[src/rtl/vec_grid_pkg.sv]
// vec_grid_pkg: shared constants, state/entry types and the box-address helper for vec_grid_scheduler.
// Contents: frame/grid geometry, write-side latency offsets, FSM state enum, pending-write FIFO entry,
// and grid_addr(row, col) = row*GRID_COLS + col built from shifts and adds.
package vec_grid_pkg;
   localparam int FRAME_WIDTH    = 640;
   localparam int FRAME_HEIGHT   = 480;
   localparam int BOX_SHIFT      = 5;
   localparam int GRID_COLS      = FRAME_WIDTH >> BOX_SHIFT;
   localparam int GRID_ROWS      = FRAME_HEIGHT >> BOX_SHIFT;
   localparam int GRID_ENTRIES   = GRID_COLS * GRID_ROWS;
   localparam int ADDR_WIDTH     = 9;
   localparam int VEC_CORD_WIDTH = 5;
   localparam int X_CORD_WIDTH   = 10;
   localparam int Y_CORD_WIDTH   = 10;
   localparam int X_OFFSET       = 212;
   localparam int Y_OFFSET       = 10;
   localparam int FIFO_DEPTH     = 4;
   localparam int IDX_WIDTH      = X_CORD_WIDTH - BOX_SHIFT;

   typedef enum logic [1:0] {IDLE, ACTIVE, CLEAR} state_t;

   typedef struct packed {
      logic [ADDR_WIDTH-1:0]     addr;
      logic [VEC_CORD_WIDTH-1:0] vx;
      logic [VEC_CORD_WIDTH-1:0] vy;
   } fifo_entry_t;

   // row*20 = row*16 + row*4, so no multiplier is needed for the 20-wide grid
   function automatic logic [ADDR_WIDTH-1:0] grid_addr(input logic [IDX_WIDTH-1:0] row,
                                                       input logic [IDX_WIDTH-1:0] col);
      return ADDR_WIDTH'({row, 4'b0}) + ADDR_WIDTH'({row, 2'b0}) + ADDR_WIDTH'(col);
   endfunction
endpackage

[src/rtl/vec_grid_wr_fifo.sv]
// vec_grid_wr_fifo: synchronous FIFO of pending grid writes; push and pop may occur in the same cycle.
// Ports: clk, rst (async, active high), push/din (enqueue), pop/dout (dequeue, dout shows head),
// full, empty.
module vec_grid_wr_fifo
   import vec_grid_pkg::*;
#(
   parameter int DEPTH = FIFO_DEPTH
) (
   input  logic        clk,
   input  logic        rst,
   input  logic        push,
   input  fifo_entry_t din,
   input  logic        pop,
   output fifo_entry_t dout,
   output logic        full,
   output logic        empty
);
   localparam int PW = $clog2(DEPTH);

   fifo_entry_t   mem_q [DEPTH];
   logic [PW:0]   wr_q, wr_d, rd_q, rd_d;

   // pointers carry one extra wrap bit to tell full from empty
   always_comb begin
      wr_d  = wr_q + (PW+1)'(push);
      rd_d  = rd_q + (PW+1)'(pop);
      empty = wr_q == rd_q;
      full  = (wr_q[PW] != rd_q[PW]) && (wr_q[PW-1:0] == rd_q[PW-1:0]);
      dout  = mem_q[rd_q[PW-1:0]];
   end

   always_ff @(posedge clk or posedge rst)
      if (rst) begin
         wr_q <= '0;
         rd_q <= '0;
      end else begin
         wr_q <= wr_d;
         rd_q <= rd_d;
      end

   // when full, push and pop address the same slot; the head is read before it is overwritten
   always_ff @(posedge clk)
      if (push) mem_q[wr_q[PW-1:0]] <= din;

   a_no_pop_empty: assert property (@(posedge clk) disable iff (rst) !(pop && empty));
endmodule

[src/rtl/vec_grid_scheduler.sv]
// vec_grid_scheduler: sequences a single-port vector-grid RAM between never-stalling display reads
// and FIFO-buffered sampled-vector writes drained into idle RAM cycles.
// Ports: clk, rst (async, active high); pixel side pix_valid, VS, x_cord, y_cord, vec_x, vec_y;
// RAM side mem_en, mem_we, mem_addr, mem_wdata, mem_rdata; display side disp_vec_x, disp_vec_y,
// disp_valid; status overflow (sticky drop flag per frame), busy.
// Build option: define VEC_GRID_CLEAR_EN to zero the whole grid after reset (CLEAR state).
module vec_grid_scheduler
   import vec_grid_pkg::*;
(
   input  logic                        clk,
   input  logic                        rst,
   input  logic                        pix_valid,
   input  logic                        VS,
   input  logic [X_CORD_WIDTH-1:0]     x_cord,
   input  logic [Y_CORD_WIDTH-1:0]     y_cord,
   input  logic [VEC_CORD_WIDTH-1:0]   vec_x,
   input  logic [VEC_CORD_WIDTH-1:0]   vec_y,
   output logic                        mem_en,
   output logic                        mem_we,
   output logic [ADDR_WIDTH-1:0]       mem_addr,
   output logic [2*VEC_CORD_WIDTH-1:0] mem_wdata,
   input  logic [2*VEC_CORD_WIDTH-1:0] mem_rdata,
   output logic [VEC_CORD_WIDTH-1:0]   disp_vec_x,
   output logic [VEC_CORD_WIDTH-1:0]   disp_vec_y,
   output logic                        disp_valid,
   output logic                        overflow,
   output logic                        busy
);
`ifdef VEC_GRID_CLEAR_EN
   localparam state_t RESET_STATE = CLEAR;
`else
   localparam state_t RESET_STATE = IDLE;
`endif

   state_t                      state_q, state_d;
   logic                        vs_q, vs_rise;
   logic                        overflow_q, overflow_d;
   logic                        rd_q, rd_d;
   logic [2*VEC_CORD_WIDTH-1:0] hold_q, hold_d;
   logic [X_CORD_WIDTH-1:0]     wx;
   logic [Y_CORD_WIDTH-1:0]     wy;
   logic                        rd_req, sample, push, pop, full, empty, clearing;
   logic [ADDR_WIDTH-1:0]       clr_addr;
   fifo_entry_t                 din, dout;
`ifdef VEC_GRID_CLEAR_EN
   logic [ADDR_WIDTH-1:0]       clr_addr_q, clr_addr_d;
`endif

   vec_grid_wr_fifo u_fifo (
      .clk   (clk),
      .rst   (rst),
      .push  (push),
      .din   (din),
      .pop   (pop),
      .dout  (dout),
      .full  (full),
      .empty (empty)
   );

   always_comb begin
`ifdef VEC_GRID_CLEAR_EN
      clearing = (state_q == CLEAR) & ~rst;
      clr_addr = clr_addr_q;
`else
      clearing = 1'b0;
      clr_addr = '0;
`endif
      vs_rise = VS & ~vs_q;
      // combinational RAM controls are gated so they drop to zero the moment rst asserts
      rd_req = ~rst & pix_valid & (x_cord[BOX_SHIFT-1:0] == '0);
      sample = (state_q == ACTIVE) & pix_valid & (x_cord[BOX_SHIFT-1:0] == '0)
               & (y_cord[BOX_SHIFT-1:0] == '0);
      // write-side coordinates are pulled back by the pipeline latency, wrapping into the frame
      wx = (x_cord >= X_CORD_WIDTH'(X_OFFSET)) ? x_cord - X_CORD_WIDTH'(X_OFFSET)
                                               : x_cord + X_CORD_WIDTH'(FRAME_WIDTH - X_OFFSET);
      wy = (y_cord >= Y_CORD_WIDTH'(Y_OFFSET)) ? y_cord - Y_CORD_WIDTH'(Y_OFFSET)
                                               : y_cord + Y_CORD_WIDTH'(FRAME_HEIGHT - Y_OFFSET);
      din.addr = grid_addr(wy[Y_CORD_WIDTH-1:BOX_SHIFT], wx[X_CORD_WIDTH-1:BOX_SHIFT]);
      din.vx   = vec_x;
      din.vy   = vec_y;
      pop  = ~rd_req & ~clearing & ~empty;
      push = sample & (~full | pop);
      // a drop wins over the frame-start clear in the same cycle
      overflow_d = (sample & full & ~pop) | (overflow_q & ~(vs_rise & (state_q == ACTIVE)));
      state_d = (state_q == IDLE && vs_rise) ? ACTIVE : state_q;
`ifdef VEC_GRID_CLEAR_EN
      clr_addr_d = clr_addr_q + ADDR_WIDTH'(clearing & ~rd_req);
      if (clearing && !rd_req && clr_addr_q == ADDR_WIDTH'(GRID_ENTRIES - 1)) state_d = IDLE;
`endif
      mem_en    = rd_req | clearing | pop;
      mem_we    = ~rd_req & (clearing | pop);
      mem_addr  = rd_req ? grid_addr(y_cord[Y_CORD_WIDTH-1:BOX_SHIFT], x_cord[X_CORD_WIDTH-1:BOX_SHIFT])
                         : pop ? dout.addr : clr_addr;
      mem_wdata = pop ? {dout.vx, dout.vy} : '0;
      // read data is shown straight through in the cycle after the read and held afterwards
      rd_d       = rd_req;
      hold_d     = rd_q ? mem_rdata : hold_q;
      disp_vec_x = hold_d[2*VEC_CORD_WIDTH-1:VEC_CORD_WIDTH];
      disp_vec_y = hold_d[VEC_CORD_WIDTH-1:0];
      disp_valid = rd_q;
      overflow   = overflow_q;
      busy       = ~empty | clearing;
   end

   always_ff @(posedge clk or posedge rst)
      if (rst) begin
         state_q    <= RESET_STATE;
         vs_q       <= 1'b0;
         overflow_q <= 1'b0;
         rd_q       <= 1'b0;
         hold_q     <= '0;
      end else begin
         state_q    <= state_d;
         vs_q       <= VS;
         overflow_q <= overflow_d;
         rd_q       <= rd_d;
         hold_q     <= hold_d;
      end

`ifdef VEC_GRID_CLEAR_EN
   always_ff @(posedge clk or posedge rst)
      if (rst) clr_addr_q <= '0;
      else clr_addr_q <= clr_addr_d;
`endif
endmodule

[config.mk]
export PLATFORM = sky130hd
export DESIGN_NAME = vec_grid_scheduler
export DESIGN_NICKNAME = d
export VERILOG_FILES = /design/src/rtl/vec_grid_pkg.sv /design/src/rtl/vec_grid_wr_fifo.sv /design/src/rtl/vec_grid_scheduler.sv
export SDC_FILE = /design/constraint.sdc
export NUM_CORES = 1
export LEC_CHECK = 0
export BUFFER_PORTS_ARGS = -buffer_cell sky130_fd_sc_hd__buf_2
export CAP_MARGIN = 20
export CORE_MARGIN = 1.5
export CORE_UTILIZATION = 60
export DETAILED_ROUTE_END_ITERATION = 16
export HOLD_SLACK_MARGIN = 0.05
export PLACE_DENSITY = 0.94
export SETUP_SLACK_MARGIN = 0.2
export SKIP_LAST_GASP = 1
export SYNTH_ARGS = -nofsm -noshare
export SYNTH_HDL_FRONTEND = slang
export SYNTH_SLANG_ARGS = --single-unit
[constraint.sdc]
create_clock -name clk -period 5.3 [get_ports clk]
set_input_delay 1.06 -clock clk [delete_from_list [all_inputs] [get_ports clk]]
set_output_delay 1.06 -clock clk [all_outputs]
set_load 0.005 [all_outputs]
==> results.json <==
{
  "status": "completed",
  "syn-mean-instance-area_sq_um": 15.8,
  "grt_max_degree": 27,
  "wl_met1_um": 3510,
  "finalCriticalPeriod_ps": 4110,
  "synth_largest_area_cell": "edfxtp_1",
  "drt_wl_total_um": 9040,
  "fin_crit_sh_pct": 77.5,
  "viasPerCell": 6.00,
  "layout.cells.non_filler": 469,
  "max_freq_mhz": 243,
  "hold_violations": 0,
  "track_usage_pct": 23.1,
  "antenna_found_initial": 0,
  "die_x_um": 89.6,
  "syn-num-nets": 354,
  "drive_gt1_share_pct": 34.9,
  "path_class": "in2out",
  "initial_core_util_pct": 62.0,
  "fin_util_pct": 71.5,
  "numCtsBuffers": 9,
  "tightest_slew_ps": 1020,
  "area_delta_synth_final_pct": 15.3,
  "hpwl_um": 5850,
  "dieArea_sq_um": 8020,
  "grt_pass1_vias": 2757,
  "ctsResizeCount": 0,
  "nets": 435,
  "postCtsSetupBuffers": 0,
  "fill_cells": 445,
  "crit_path_end_kind": "primary output",
  "top_layer_used": "met4",
  "ys_warn_count": 0,
  "maxSlewHeadroom_pct": 31.9,
  "rows": 31,
  "synth_cell_types": 45,
  "wire_per_inst_um": 19.3,
  "rsz0062_at_grt": "false",
  "ctsHoldBuffers": 0,
  "hold_class": "reg2reg",
  "via_count": 2816,
  "synth_flop_cell": "edfxtp_1",
  "fin_area_sq_um": 5180,
  "cts_tree": "built",
  "synth_edf_count": 76,
  "netlist_area_sq_um": 4500,
  "netlist_top_cells_area": "edfxtp_1, dfrtp_1, mux4_2",
  "start_kind": "primary input",
  "cts_sinks": 96,
  "synth-seq-cells": 96,
  "firstDrtPassIters": 4,
  "cts-root-buf": "clkbuf_8",
  "power_density_nw_per_um2": 390,
  "antenna_left": 0,
  "finalSetupViolCount": 0,
  "async_flop_share_pct": 20.8,
  "placed_area_sq_um": 4990,
  "critPathMaxFanout": 26,
  "arrival_ps": 3050,
  "ios": 78,
  "cts_buffer_depth": 2,
  "crit_top_cell": "buf_2",
  "htree_levels": 3,
  "wl_met3_um": 498,
  "path_cells": "buf_2, or3_4, or3_1, a2111o_1, o211ai_2, buf_2",
  "cp_data_required_time_ps": 4240,
  "diodes": 0,
  "fp.dieH_um": 89.6,
  "synthCells": 284,
  "cpPeakStageDelay_ps": 750,
  "io_buffers": 77,
  "fin_setup_tns_ps": 0,
  "post-place-cells": 453,
  "max-cap-violations": 0,
  "grt_pass1_wl_um": 13100,
  "dr_wl_met2_um": 4640,
  "peakVddDrop_v": 0.000203,
  "clock_skew_ps": 15.2,
  "overflow": 0,
  "clkLatencyLatePin_ps": 370,
  "gp_congestion": 0.780,
  "path_clk_slew_ps": 110,
  "hold_ws_ps": 497,
  "core_sq_um": 7250,
  "cp_slowest_cell": "or3_1",
  "synth_seq_area_share_pct": 61.9,
  "p_leak_nw": 2.14,
  "drv_slew": 0,
  "synth_top_area_share_pct": 50.8,
  "drt_iter0_markers": 179,
  "drc": 0
}
[cell type report]
cell class | instances | area (sq um) | area share (%)
Inverter | 10 | 37.5 | 0.724
Clock buffer | 9 | 124 | 2.39
Sequential cell | 96 | 2780 | 53.7
Multi-Input combinational cell | 168 | 1640 | 31.6
Timing Repair Buffer | 80 | 408 | 7.87
Clock inverter | 7 | 71.3 | 1.38
Tap cell | 99 | 124 | 2.39
[synthesized netlist by cell type (4+ instances only)]
cell type  count
edfxtp_1      76
ha_1          22
dfrtp_1       20
mux4_2        19
nand2_1       15
nand3_1       13
and3_1        11
mux2_2        11
inv_1          9
nor2_1         9
xnor2_1        9
a21oi_1        7
xor2_1         7
a21o_1         5
buf_2          5
clkbuf_1       4
fa_1           4
[state kept, by name, summed over array words and instances (netlist names)]
signal        count
u_fifo.mem_q     76
hold_q           10
u_fifo.rd_q       3
u_fifo.wr_q       3
disp_valid        1
overflow          1
state_q           1
vs_q              1
[kinds of logic after synthesis]
group | after synthesis | synth area share [%]
flip-flops | 96 | 61.9
AND/OR/NAND/NOR | 63 | 7.37
AO/OA/AOI/OAI | 32 | 5.40
multiplexers | 31 | 12.5
adder cells (fa/ha/maj) | 26 | 7.90
buffers and inverters | 20 | 1.81
XOR/XNOR | 16 | 3.12
[layer usage]
layer / global-route usage (%) / vias to the layer above
met3: 3.84 / 32
met2: 38.7 / 123
met5: 0 / -
li1: - / 1263
met1: 27.2 / 1398
met4: 16.5 / 0
[path summary, 6_finish.rpt]
| kind | startpoint | end | slack (ps) | cells after the start |
|---|---|---|---|---|
| worst max-delay path | x_cord[1] | mem_addr[8] | 1190 | 6 |
| min in group asynchronous | rst | hold_q[7] | 820 | 2 |
| worst min-delay path | state_q[0] | state_q[0] | 500 | 1 |
| worst min register to register | state_q[0] | state_q[0] | 500 | 1 |
| max in group asynchronous | rst | hold_q[9] | 4000 | 2 |
| worst max register to register | u_fifo.rd_q[0] | u_fifo.rd_q[2] | 2750 | 8 |
[layout by cell type (no fill, tap or decap), types with 2 or more instances in the layout]
cell / n
and3b_1: 2
inv_1: 9
xnor2_1: 9
buf_2: 77
and3_1: 11
nor2b_1: 2
xor2_1: 7
o21ai_0: 3
fa_1: 4
edfxtp_1: 76
mux2_2: 11
a21o_1: 5
clkinvlp_4: 2
nor4_1: 2
inv_6: 2
clkbuf_8: 9
ha_1: 22
nand2b_1: 2
nand2_1: 15
inv_8: 2
a21oi_1: 7
o21a_1: 2
dfrtp_1: 20
mux4_2: 19
buf_4: 3
a2111o_1: 2
nor2_1: 9
a211o_1: 3
nand3_1: 13
[stage by stage]
stage | total power, mW | setup slack [ps]
final | 2.02 | 1190
after floorplan | 1.33 | 1580
after global placement | 1.54 | 1260
after global routing | 2.11 | 1120
after CTS | 2.03 | 1210
after detailed placement | 1.57 | 1170
[worst max-delay path: cells and delay by family]
family,cells,cell delay [ps]
compound gates,2,600
buf+inv,2,230
simple gates,2,1140
[report_power, final]
part           internal, mW  total, mW  switching, mW
Combinational         0.341      0.690          0.349
Sequential            0.858      0.868        0.00962
Clock                 0.184      0.464          0.280
Total                  1.38       2.02          0.638
No activity file was read; power rests on OpenSTA's default activity.
